File: src/rtl/coproc_pkg.sv
// Types and constants shared by command_decoder and the coprocessor execution stage.
package coproc_pkg;

   typedef enum logic [1:0] {
      CMD_NOP = 2'b00,
      CMD_SUM = 2'b01,
      CMD_MAX = 2'b10,
      CMD_AVG = 2'b11
   } cmd_t;

   typedef enum logic [2:0] {
      IDLE,
      CALC,
      BCD,
      SEND,
      WAIT_TX
   } exec_state_t;

   localparam logic [7:0] ASCII_ZERO = 8'h30;

   // 10^k for small k; the loop bound is fixed so it unrolls to a mux.
   function automatic logic [31:0] pow10(input int unsigned k);
      logic [31:0] p;
      p = 32'd1;
      for (int unsigned i = 0; i < 9; i++) begin
         if (i < k) p = p * 32'd10;
      end
      return p;
   endfunction

endpackage

File: src/rtl/bin2ascii_dec.sv
// Sequential binary-to-ASCII-decimal converter: repeated subtraction of 10^k,
// most significant digit first, one subtraction per cycle.
module bin2ascii_dec
   import coproc_pkg::*;
#(
   parameter int unsigned RES_W      = 10,
   parameter int unsigned NUM_DIGITS = 3
) (
   input  logic                    clk,
   input  logic                    rst,
   input  logic                    start,
   input  logic [RES_W-1:0]        value,
   output logic                    done,
   output logic [NUM_DIGITS*8-1:0] digits
);

   localparam int unsigned DIG_W = (NUM_DIGITS > 1) ? $clog2(NUM_DIGITS) : 1;

   logic              active_q;
   logic [RES_W-1:0]  rem_q;
   logic [DIG_W-1:0]  idx_q;
   logic [3:0]        cnt_q;
   logic [31:0]       place;
   logic              take;

   always_comb begin
      place = pow10(int'(idx_q));
      take  = (32'(rem_q) >= place);
   end

   // digits[k*8 +: 8] holds the ASCII character for the 10^k position.
   always_ff @(posedge clk or negedge rst) begin
      if (!rst) begin
         active_q <= 1'b0;
         rem_q    <= '0;
         idx_q    <= '0;
         cnt_q    <= '0;
         done     <= 1'b0;
         digits   <= '0;
      end else begin
         done <= 1'b0;
         if (start) begin
            active_q <= 1'b1;
            rem_q    <= value;
            idx_q    <= DIG_W'(NUM_DIGITS - 1);
            cnt_q    <= '0;
         end else if (active_q) begin
            if (take) begin
               rem_q <= rem_q - RES_W'(place);
               cnt_q <= cnt_q + 4'd1;
            end else begin
               digits[int'(idx_q)*8 +: 8] <= ASCII_ZERO + 8'(cnt_q);
               cnt_q <= '0;
               if (idx_q == '0) begin
                  active_q <= 1'b0;
                  done     <= 1'b1;
               end else begin
                  idx_q <= idx_q - DIG_W'(1);
               end
            end
         end
      end
   end

endmodule

File: src/rtl/coprocessor_exec.sv
// Coprocessor execution stage: SUM/MAX/AVG over a captured operand array,
// result streamed to the UART transmitter as ASCII decimal plus terminator.
module coprocessor_exec
   import coproc_pkg::*;
#(
   parameter int unsigned ELEM_W     = 8,
   parameter int unsigned N_ELEM     = 3,
   parameter int unsigned RES_W      = 10,
   parameter int unsigned NUM_DIGITS = 3,
   parameter logic [7:0]  TERM_CHAR  = 8'h0A
) (
   input  logic                     clk,
   input  logic                     rst,
   input  logic [1:0]               command,
   input  logic [ELEM_W*N_ELEM-1:0] array,
   input  logic                     cmd_valid,
   output logic                     coprocessor_busy,
   output logic [7:0]               tx_data,
   output logic                     tx_start,
   input  logic                     tx_busy
);

   localparam int unsigned IDX_W = $clog2(NUM_DIGITS + 1);
   localparam int unsigned CNT_W = (RES_W > 1) ? $clog2(RES_W) : 1;
   localparam int unsigned DW    = RES_W + 1;
   localparam logic [IDX_W-1:0] LAST_IDX = IDX_W'(NUM_DIGITS);
   localparam logic [DW-1:0]    DIVISOR  = DW'(N_ELEM);

   exec_state_t state_q, state_d;

   cmd_t                      cmd_q;
   logic [ELEM_W*N_ELEM-1:0]  ops_q;
   logic [RES_W-1:0]          result_q, result_d;
   logic [RES_W-1:0]          quo_q, rem_q;
   logic [CNT_W-1:0]          div_cnt_q;
   logic                      div_active_q;
   logic [IDX_W-1:0]          byte_idx_q;
   logic                      wait_skip_q;
   logic                      bcd_start_q;
   logic                      tx_start_q;
   logic [7:0]                tx_data_q;

   logic                      capture, result_load, div_start, div_step;
   logic                      send_byte, next_byte;
   logic                      bcd_done;
   logic [NUM_DIGITS*8-1:0]   digits;
   logic [RES_W-1:0]          sum_c;
   logic [ELEM_W-1:0]         max_c, elem;
   logic [DW-1:0]             trial_c;
   logic                      ge_c;
   logic [7:0]                byte_sel;

   always_comb begin
      sum_c = '0;
      max_c = '0;
      elem  = '0;
      for (int unsigned i = 0; i < N_ELEM; i++) begin
         elem  = ops_q[i*ELEM_W +: ELEM_W];
         sum_c = sum_c + RES_W'(elem);
         if (elem > max_c) max_c = elem;
      end
   end

   // Restoring division: the dividend shifts out of quo_q MSB-first while
   // quotient bits shift in at the bottom.
   always_comb begin
      trial_c = {rem_q, quo_q[RES_W-1]};
      ge_c    = (trial_c >= DIVISOR);
   end

   always_comb begin
      byte_sel = TERM_CHAR;
      for (int unsigned i = 0; i < NUM_DIGITS; i++) begin
         if (byte_idx_q == IDX_W'(i)) byte_sel = digits[(NUM_DIGITS-1-i)*8 +: 8];
      end
   end

   always_ff @(posedge clk or negedge rst) begin
      if (!rst) state_q <= IDLE;
      else      state_q <= state_d;
   end

   always_comb begin
      state_d     = state_q;
      capture     = 1'b0;
      result_load = 1'b0;
      result_d    = '0;
      div_start   = 1'b0;
      div_step    = 1'b0;
      send_byte   = 1'b0;
      next_byte   = 1'b0;
      unique case (state_q)
         IDLE: begin
            if (cmd_valid && (command != CMD_NOP)) begin
               capture = 1'b1;
               state_d = CALC;
            end
         end
         CALC: begin
            if (div_active_q) begin
               div_step = 1'b1;
               if (div_cnt_q == '0) begin
                  result_load = 1'b1;
                  result_d    = {quo_q[RES_W-2:0], ge_c};
                  state_d     = BCD;
               end
            end else begin
               case (cmd_q)
                  CMD_SUM: begin
                     result_load = 1'b1;
                     result_d    = sum_c;
                     state_d     = BCD;
                  end
                  CMD_MAX: begin
                     result_load = 1'b1;
                     result_d    = RES_W'(max_c);
                     state_d     = BCD;
                  end
                  CMD_AVG: div_start = 1'b1;
                  default: state_d = IDLE;
               endcase
            end
         end
         BCD: begin
            if (bcd_done) state_d = SEND;
         end
         SEND: begin
            if (!tx_busy) begin
               send_byte = 1'b1;
               state_d   = WAIT_TX;
            end
         end
         WAIT_TX: begin
            if (!wait_skip_q && !tx_busy) begin
               if (byte_idx_q == LAST_IDX) begin
                  state_d = IDLE;
               end else begin
                  next_byte = 1'b1;
                  state_d   = SEND;
               end
            end
         end
         default: state_d = IDLE;
      endcase
   end

   always_ff @(posedge clk or negedge rst) begin
      if (!rst) begin
         cmd_q        <= CMD_NOP;
         ops_q        <= '0;
         result_q     <= '0;
         quo_q        <= '0;
         rem_q        <= '0;
         div_cnt_q    <= '0;
         div_active_q <= 1'b0;
         byte_idx_q   <= '0;
         wait_skip_q  <= 1'b0;
         bcd_start_q  <= 1'b0;
         tx_start_q   <= 1'b0;
         tx_data_q    <= 8'h00;
      end else begin
         tx_start_q  <= send_byte;
         wait_skip_q <= send_byte;
         bcd_start_q <= result_load;
         if (send_byte)   tx_data_q  <= byte_sel;
         if (result_load) result_q   <= result_d;
         if (next_byte)   byte_idx_q <= byte_idx_q + IDX_W'(1);
         if (capture) begin
            cmd_q      <= cmd_t'(command);
            ops_q      <= array;
            byte_idx_q <= '0;
         end
         if (div_start) begin
            quo_q        <= sum_c;
            rem_q        <= '0;
            div_cnt_q    <= CNT_W'(RES_W - 1);
            div_active_q <= 1'b1;
         end else if (div_step) begin
            quo_q     <= {quo_q[RES_W-2:0], ge_c};
            rem_q     <= RES_W'(ge_c ? (trial_c - DIVISOR) : trial_c);
            div_cnt_q <= div_cnt_q - CNT_W'(1);
            if (div_cnt_q == '0) div_active_q <= 1'b0;
         end
      end
   end

   bin2ascii_dec #(
      .RES_W      (RES_W),
      .NUM_DIGITS (NUM_DIGITS)
   ) u_bin2ascii_dec (
      .clk    (clk),
      .rst    (rst),
      .start  (bcd_start_q),
      .value  (result_q),
      .done   (bcd_done),
      .digits (digits)
   );

   assign coprocessor_busy = (state_q != IDLE);
   assign tx_start         = tx_start_q;
   assign tx_data          = tx_data_q;

endmodule

File: config.mk
export PLATFORM = sky130hd
export DESIGN_NAME = coprocessor_exec
export DESIGN_NICKNAME = d
export VERILOG_FILES = /design/src/rtl/coproc_pkg.sv /design/src/rtl/bin2ascii_dec.sv /design/src/rtl/coprocessor_exec.sv
export SDC_FILE = /design/constraint.sdc
export NUM_CORES = 1
export LEC_CHECK = 0
export ABC_CLOCK_PERIOD_IN_PS = 3900
export BUFFER_PORTS_ARGS = -buffer_cell sky130_fd_sc_hd__buf_2
export CAP_MARGIN = 15
export CORE_MARGIN = 8
export CORE_UTILIZATION = 55
export CTS_CLUSTER_DIAMETER = 40
export DETAILED_ROUTE_END_ITERATION = 10
export HOLD_SLACK_MARGIN = 0.02
export MAX_ROUTING_LAYER = met4
export PLACE_DENSITY = 0.73
export SYNTH_ARGS = -nofsm -noshare
export SYNTH_HDL_FRONTEND = slang
export SYNTH_SLANG_ARGS = --single-unit
File: constraint.sdc
create_clock -name clk -period 3.9 [get_ports clk]
set_input_delay 0.78 -clock clk [delete_from_list [all_inputs] [get_ports clk]]
set_output_delay 0.78 -clock clk [all_outputs]
set_load 0.03 [all_outputs]
Yosys cells after proc, flatten, opt, wreduce, memory -nomap -nowiden. Index checks and enable logic that the tools add are counted.

Register bits: 118. Output and inout port bits: 10. Word-level logic and storage cells: 150.

$add $sub $neg: 10. Multiply operators: 2. Magnitude comparators: 8. Equality and inequality tests: 18. Shift operators: 2. Mux-type cells: 69. Bitwise logic cells: 2. Reduce and logical (&&, ||, !) cells: 21.

Operators by type and width (count): 10-bit 2-to-1 mux (11); 32-bit 2-to-1 mux (2); 8-bit 2-to-1 mux (6); 5-bit negation with 33-bit output (1); 8-bit by 33-bit variable shift with 24-bit output, first input constant (1); 8-bit by 33-bit variable part select with 24-bit output (1); 10-bit by 32-bit greater-or-equal comparator with 1-bit output (1); 32-bit by 3-bit multiplier with 31-bit output, second input constant (1); 1-bit 2-to-1 mux (27); 24-bit bitwise mux (1); 4-bit 2-to-1 mux (6); 10-bit one-hot mux with 2 select lines (1); 3-bit 2-to-1 mux (6); 8-bit greater-than comparator (2); 3-bit one-hot mux with 5 select lines (1); 2-bit 2-to-1 mux (7); 2-bit nonzero test (6); 11-bit by 2-bit greater-or-equal comparator with 1-bit output, second input constant (1); 9-bit by 8-bit adder with 10-bit output (1); 2-bit inequality test, second input constant (5); 10-bit subtractor (1); 10-bit by 2-bit subtractor with 10-bit output, second input constant (1); 8-bit by 8-bit adder with 9-bit output (1); 2-bit equality test, second input constant (4); other kinds (27) (37).

Depth between registers and ports, before layout.
Depth in word-level cells: 10. Gate-level depth with buffers: 14. Depth with buffers taken out: 14.

Modules after synthesis. From an unflattened synthesis, not the netlist that was laid out.

Cell total of the unflattened synthesis: 770. Area total of the unflattened synthesis: 7018.0 sq um.

By module, submodules not included: coprocessor_exec (times used 1, cells each 538, area each 4809.6 sq um, sequential area each 1901.8 sq um); bin2ascii_dec (times used 1, cells each 232, area each 2208.4 sq um, sequential area each 825.8 sq um).

Worst setup path after synthesis. No wires, ideal clock.

Path type: register to register. Start: reg ops_q[1]. End: reg result_q[7]. Arrival: 3.329 ns. Data required time: 3.818 ns. Path slack: 0.489 ns. Cell stages (with the launch flop): 15. Buffers on the path: 0. Path through: dfrtp_1 -> inv_1 -> ha_1 -> nor2b_1 -> o211ai_1 -> a211oi_1 -> nor2_1 -> mux2i_1 -> ha_1 -> nor2b_1 -> o211ai_1 -> a211oi_1 -> nor3b_1 -> o21ai_0 -> a31oi_1.

Word-level cells in the longest chain between the ends: 9. Elaborated cells between the ends (all ways): 11. Classes of those cells: add/sub: 2; order compare: 3; mux: 6.

RTL lines: start: declaration (line coprocessor_exec.sv:32) `logic [ELEM_W*N_ELEM-1:0] ops_q;`; start signal: assignment (line coprocessor_exec.sv:170) `ops_q <= array;`; 8-bit by 1-bit greater-than comparator with 1-bit output (line coprocessor_exec.sv:60) `if (elem > max_c) max_c = elem;`; 8-bit 2-to-1 mux (line coprocessor_exec.sv:60); 8-bit greater-than comparator (line coprocessor_exec.sv:60); 8-bit 2-to-1 mux (line coprocessor_exec.sv:60); 8-bit greater-than comparator (line coprocessor_exec.sv:60); 8-bit 2-to-1 mux (line coprocessor_exec.sv:60); 10-bit one-hot mux with 2 select lines * (line coprocessor_exec.sv:108) `case (cmd_q)`; 10-bit 2-to-1 mux * (line coprocessor_exec.sv:100) `if (div_active_q) begin`; 10-bit 2-to-1 mux * (line coprocessor_exec.sv:92) `unique case (state_q)`; end signal: assignment (line coprocessor_exec.sv:166) `if (result_load) result_q <= result_d;`; end: declaration (line coprocessor_exec.sv:33) `logic [RES_W-1:0] result_q, result_d;`.

Mark *: on every way between the ends. The rest lies on a longest branch, timed or not. A chain may end at the register's enable or synchronous reset.

Worst setup path in the final report. Ends and elaborated chain as after synthesis.

==> results.json <==
{
  "cpPeakStageDelay_ns": 0.46,
  "count_of_nets_after_finishing": 850,
  "cp-end-kind": "flip-flop",
  "cts_post_setup_buffers_inserted": 0,
  "dominant_combinational_cell_family_by_area_after_synthesis": "compound AO/OA/AOI/OAI gates",
  "cells_taking_the_most_area_after_synthesis": "dfrtp_1 40%, ha_1 9.7%, o21ai_0 4.6%",
  "worstPathRequired_ns": 4.18,
  "fin_util_pct": 61.5,
  "finalCriticalPeriod_ns": 3.54,
  "effective_utilization_at_floorplan_pct": 56.3,
  "h-tree-depth": 3,
  "outcome": "completed",
  "mux_contribution_to_synthesized_area_pct": 6.71,
  "yosys.area_share.adder_pct": 12.6,
  "number_of_global_route_vias_before_repair": 5442,
  "synth_compound_gate_area_share_pct": 18.5,
  "num_antenna_cells": 0,
  "dpl.hpwl_um": 11500,
  "clock-root-buffer": "clkbuf_16",
  "synthTopCellsByCount": "107 x dfrtp_1, 77 x nand2_1, 62 x o21ai_0, 57 x nor2_1",
  "area.growth.synth_to_final_pct": 9.31,
  "critical_path_class": "reg -> reg",
  "clockBufferDepth": 2,
  "yosys_warnings": 0,
  "rows": 40,
  "timing.critical_path.arrival_ns": 3.82,
  "setup_repair_after_global_routing_missed_its_margin": "false",
  "dominant_cell_by_count_in_the_synthesized_netlist": "dfrtp_1",
  "buffer_ports.inserted": 39,
  "postSynth.topFlopCell": "dfrtp_1",
  "family_of_cells_with_the_greatest_summed_delay_on_the_critical_path": "compound AO/OA/AOI/OAI gates",
  "overall_overflow_remaining_after_global_route": 0,
  "final-hold-violation-count": 0,
  "number_of_synthesized_flops_with_an_enable_pin": 0,
  "critical_path.startpoint": "ops_q[1]$_DFFE_PN0P_",
  "maxCapViolCount": 0,
  "ios": 40,
  "drt_first_pass_iters": 5,
  "setup_viol": 0,
  "post_synth.cell_area_avg_um2": 9.26,
  "tritoncts_clock_tree": "built",
  "die_width_um": 127,
  "maximum_number_of_pins_on_one_net_before_global_route_repair": 48,
  "clock_sink_count": 107,
  "tns_ns": 0,
  "detail_route.iter0.violations": 351,
  "min_period_over_period_pct": 90.9,
  "synth_cell_types": 59,
  "place_congestion": 0.961,
  "grt_pass1_wl_um": 26200,
  "postSynthCellCount": 727,
  "worst-path-buf-inv": 2,
  "drt-wirelength-per-cell_um": 16.8,
  "drt_total_wl_um": 15300,
  "synth_xor_xnor_area_share_pct": 2.34,
  "gr-usage-all-layers_pct": 20.5,
  "worstSkewPairLatency_ns": 0.36,
  "path_cells": "inv_1 -> ha_1 -> nor2b_1 -> o211ai_1 -> a211oi_1 -> buf_4 -> nor3b_1 -> or2_2 -> ha_1 -> nor2b_1 -> o211ai_1 -> a211oi_1 -> o21a_1 -> a22oi_1 -> a31oi_1",
  "fin_clk_skew_ns": 0.00835,
  "number_of_buffers_created_by_cts": 9,
  "die_outline_area_mm2": 0.0160,
  "vias": 5415,
  "synth_largest_type_area_fraction_pct": 39.8,
  "fraction_of_final_layout_cells_sized_beyond_drive_strength_1_pct": 12.1,
  "cp_max_fo": 7,
  "drt.antenna.violating_nets": 0,
  "core-area_mm2": 0.0120,
  "antenna_found_initial": 0,
  "y_dimension_of_the_die_um": 127,
  "timing.slew.headroom_pct": 25.5,
  "drc": 0,
  "clkTransAtPathRegs_ns": 0.07,
  "viasPerCell": 5.95,
  "post-synth-top-area-cell": "dfrtp_1",
  "slew_violations": 0,
  "synthesis.area_mm2": 0.00673,
  "simple_gate_area_share_of_the_yosys_netlist_pct": 15.4,
  "worst_hold_path_type": "in -> async",
  "worst_path_max_delay_cell": "a211oi_1",
  "synth.yosys.seq_area_share_pct": 39.8,
  "max_freq_mhz": 282,
  "ys_ff_latch": 107,
  "crit-reg2reg-launch": "ops_q[1]$_DFFE_PN0P_",
  "critical_path.startpoint_type": "flip-flop",
  "tightest_pin_transition_ns": 1.11,
  "mappedNetlistNets": 819,
  "ys_async_sr_fraction_pct": 100
}
[cell usage in the layout (no fill, tap or decap), types with 9 or more instances in the layout]
master     Yosys  final
o21ai_0       62     62
buf_4          3      9
xnor2_1       13     13
mux2_2        17     17
nor2b_1       12     12
mux2i_1       26     26
nand2_1       77     77
nand3_1       14     14
inv_1         49     49
dfrtp_1      107    107
o211ai_1       9      9
nor2_1        57     55
o22ai_1       12     12
buf_2          6     38
a21oi_1       52     52
ha_1          52     52
nor3_1         9      9
clkbuf_16      0      9
fa_1          10     10
o21ai_1        9      9
o21a_1        12     12
[layout make-up]
type                    count  area (um2)
clock inverters             5        60.1
flip-flops and latches    107        2680
fillers                  1035        4600
clock buffers              11         243
multi-input cells         543        3750
repair buffers             47         258
inverters                  50         188
well taps                 147         184
[repair_timing]
action	in CTS	in global routing
hold buffers	0	0
resized for setup	0	2
setup endpoints to repair	0	8
[path summary, 6_finish.rpt]
path	endpoint	slack [ns]	cells after the start
min in group clk	u_bin2ascii_dec.digits[5]$_DFFE_PN0P_	0.47	1
max in group asynchronous	rem_q[4]$_DFFE_PN0P_	2.61	2
min	u_bin2ascii_dec.rem_q[6]$_DFFE_PN0P_	0.41	1
max reg2reg	result_q[7]$_DFFE_PN0P_	0.36	15
min reg2reg	u_bin2ascii_dec.digits[5]$_DFFE_PN0P_	0.47	1
max	result_q[7]$_DFFE_PN0P_	0.36	15
[worst reg2reg max path, delay by kind of cell (launching register included)]
kind / cells / cell delay [ns]
AND/OR/NAND/NOR: 4 / 0.61
buffers and inverters: 2 / 0.31
adder cells (fa/ha/maj): 2 / 0.47
flip-flops: 1 / 0.40
AO/OA/AOI/OAI: 7 / 1.67
[per-layer routing]
layer	GRT usage, %	up-vias	routed length [um]
li1	-	2641	-
met1	24.9	2651	6930
met2	33.2	99	7570
met3	4.23	24	471
met4	7.78	0	337
met5	-	-	0
[flip-flops by register name, summed over array words and instances (netlist names), 2 cells and up]
| register | flops |
|---|---|
| div_cnt_q | 4 |
| u_bin2ascii_dec.rem_q | 10 |
| cmd_q | 2 |
| u_bin2ascii_dec.cnt_q | 4 |
| rem_q | 10 |
| byte_idx_q | 2 |
| state_q | 3 |
| u_bin2ascii_dec.idx_q | 2 |
| tx_data | 6 |
| u_bin2ascii_dec.digits | 15 |
| quo_q | 10 |
| ops_q | 24 |
| result_q | 10 |
[cells by family after synthesis]
family                     count (synthesis)
AOI/OAI and AO/OA                        203
and+or+nand+nor                          217
DFF                                      107
adders and majority gates                 62
muxes                                     43
xor gates and xnor gates                  18
buffers and inverters                     77
[stage by stage]
| step | hold WS, ns | std cells | setup WS, ns | instance area (um2) |
|---|---|---|---|---|
| floorplan | 0.435 | 727 | 0.489 | 6730 |
| global placement | 0.453 | 894 | 0.354 | 7050 |
| detailed placement | 0.456 | 894 | 0.240 | 7050 |
| CTS | 0.445 | 910 | 0.209 | 7350 |
| global route | 0.452 | 910 | 0.0340 | 7360 |
| finish | 0.414 | 910 | 0.355 | 7360 |
Power is not shown: default switching activity piles up to over one toggle a cycle in this logic, so the estimate is an artifact.
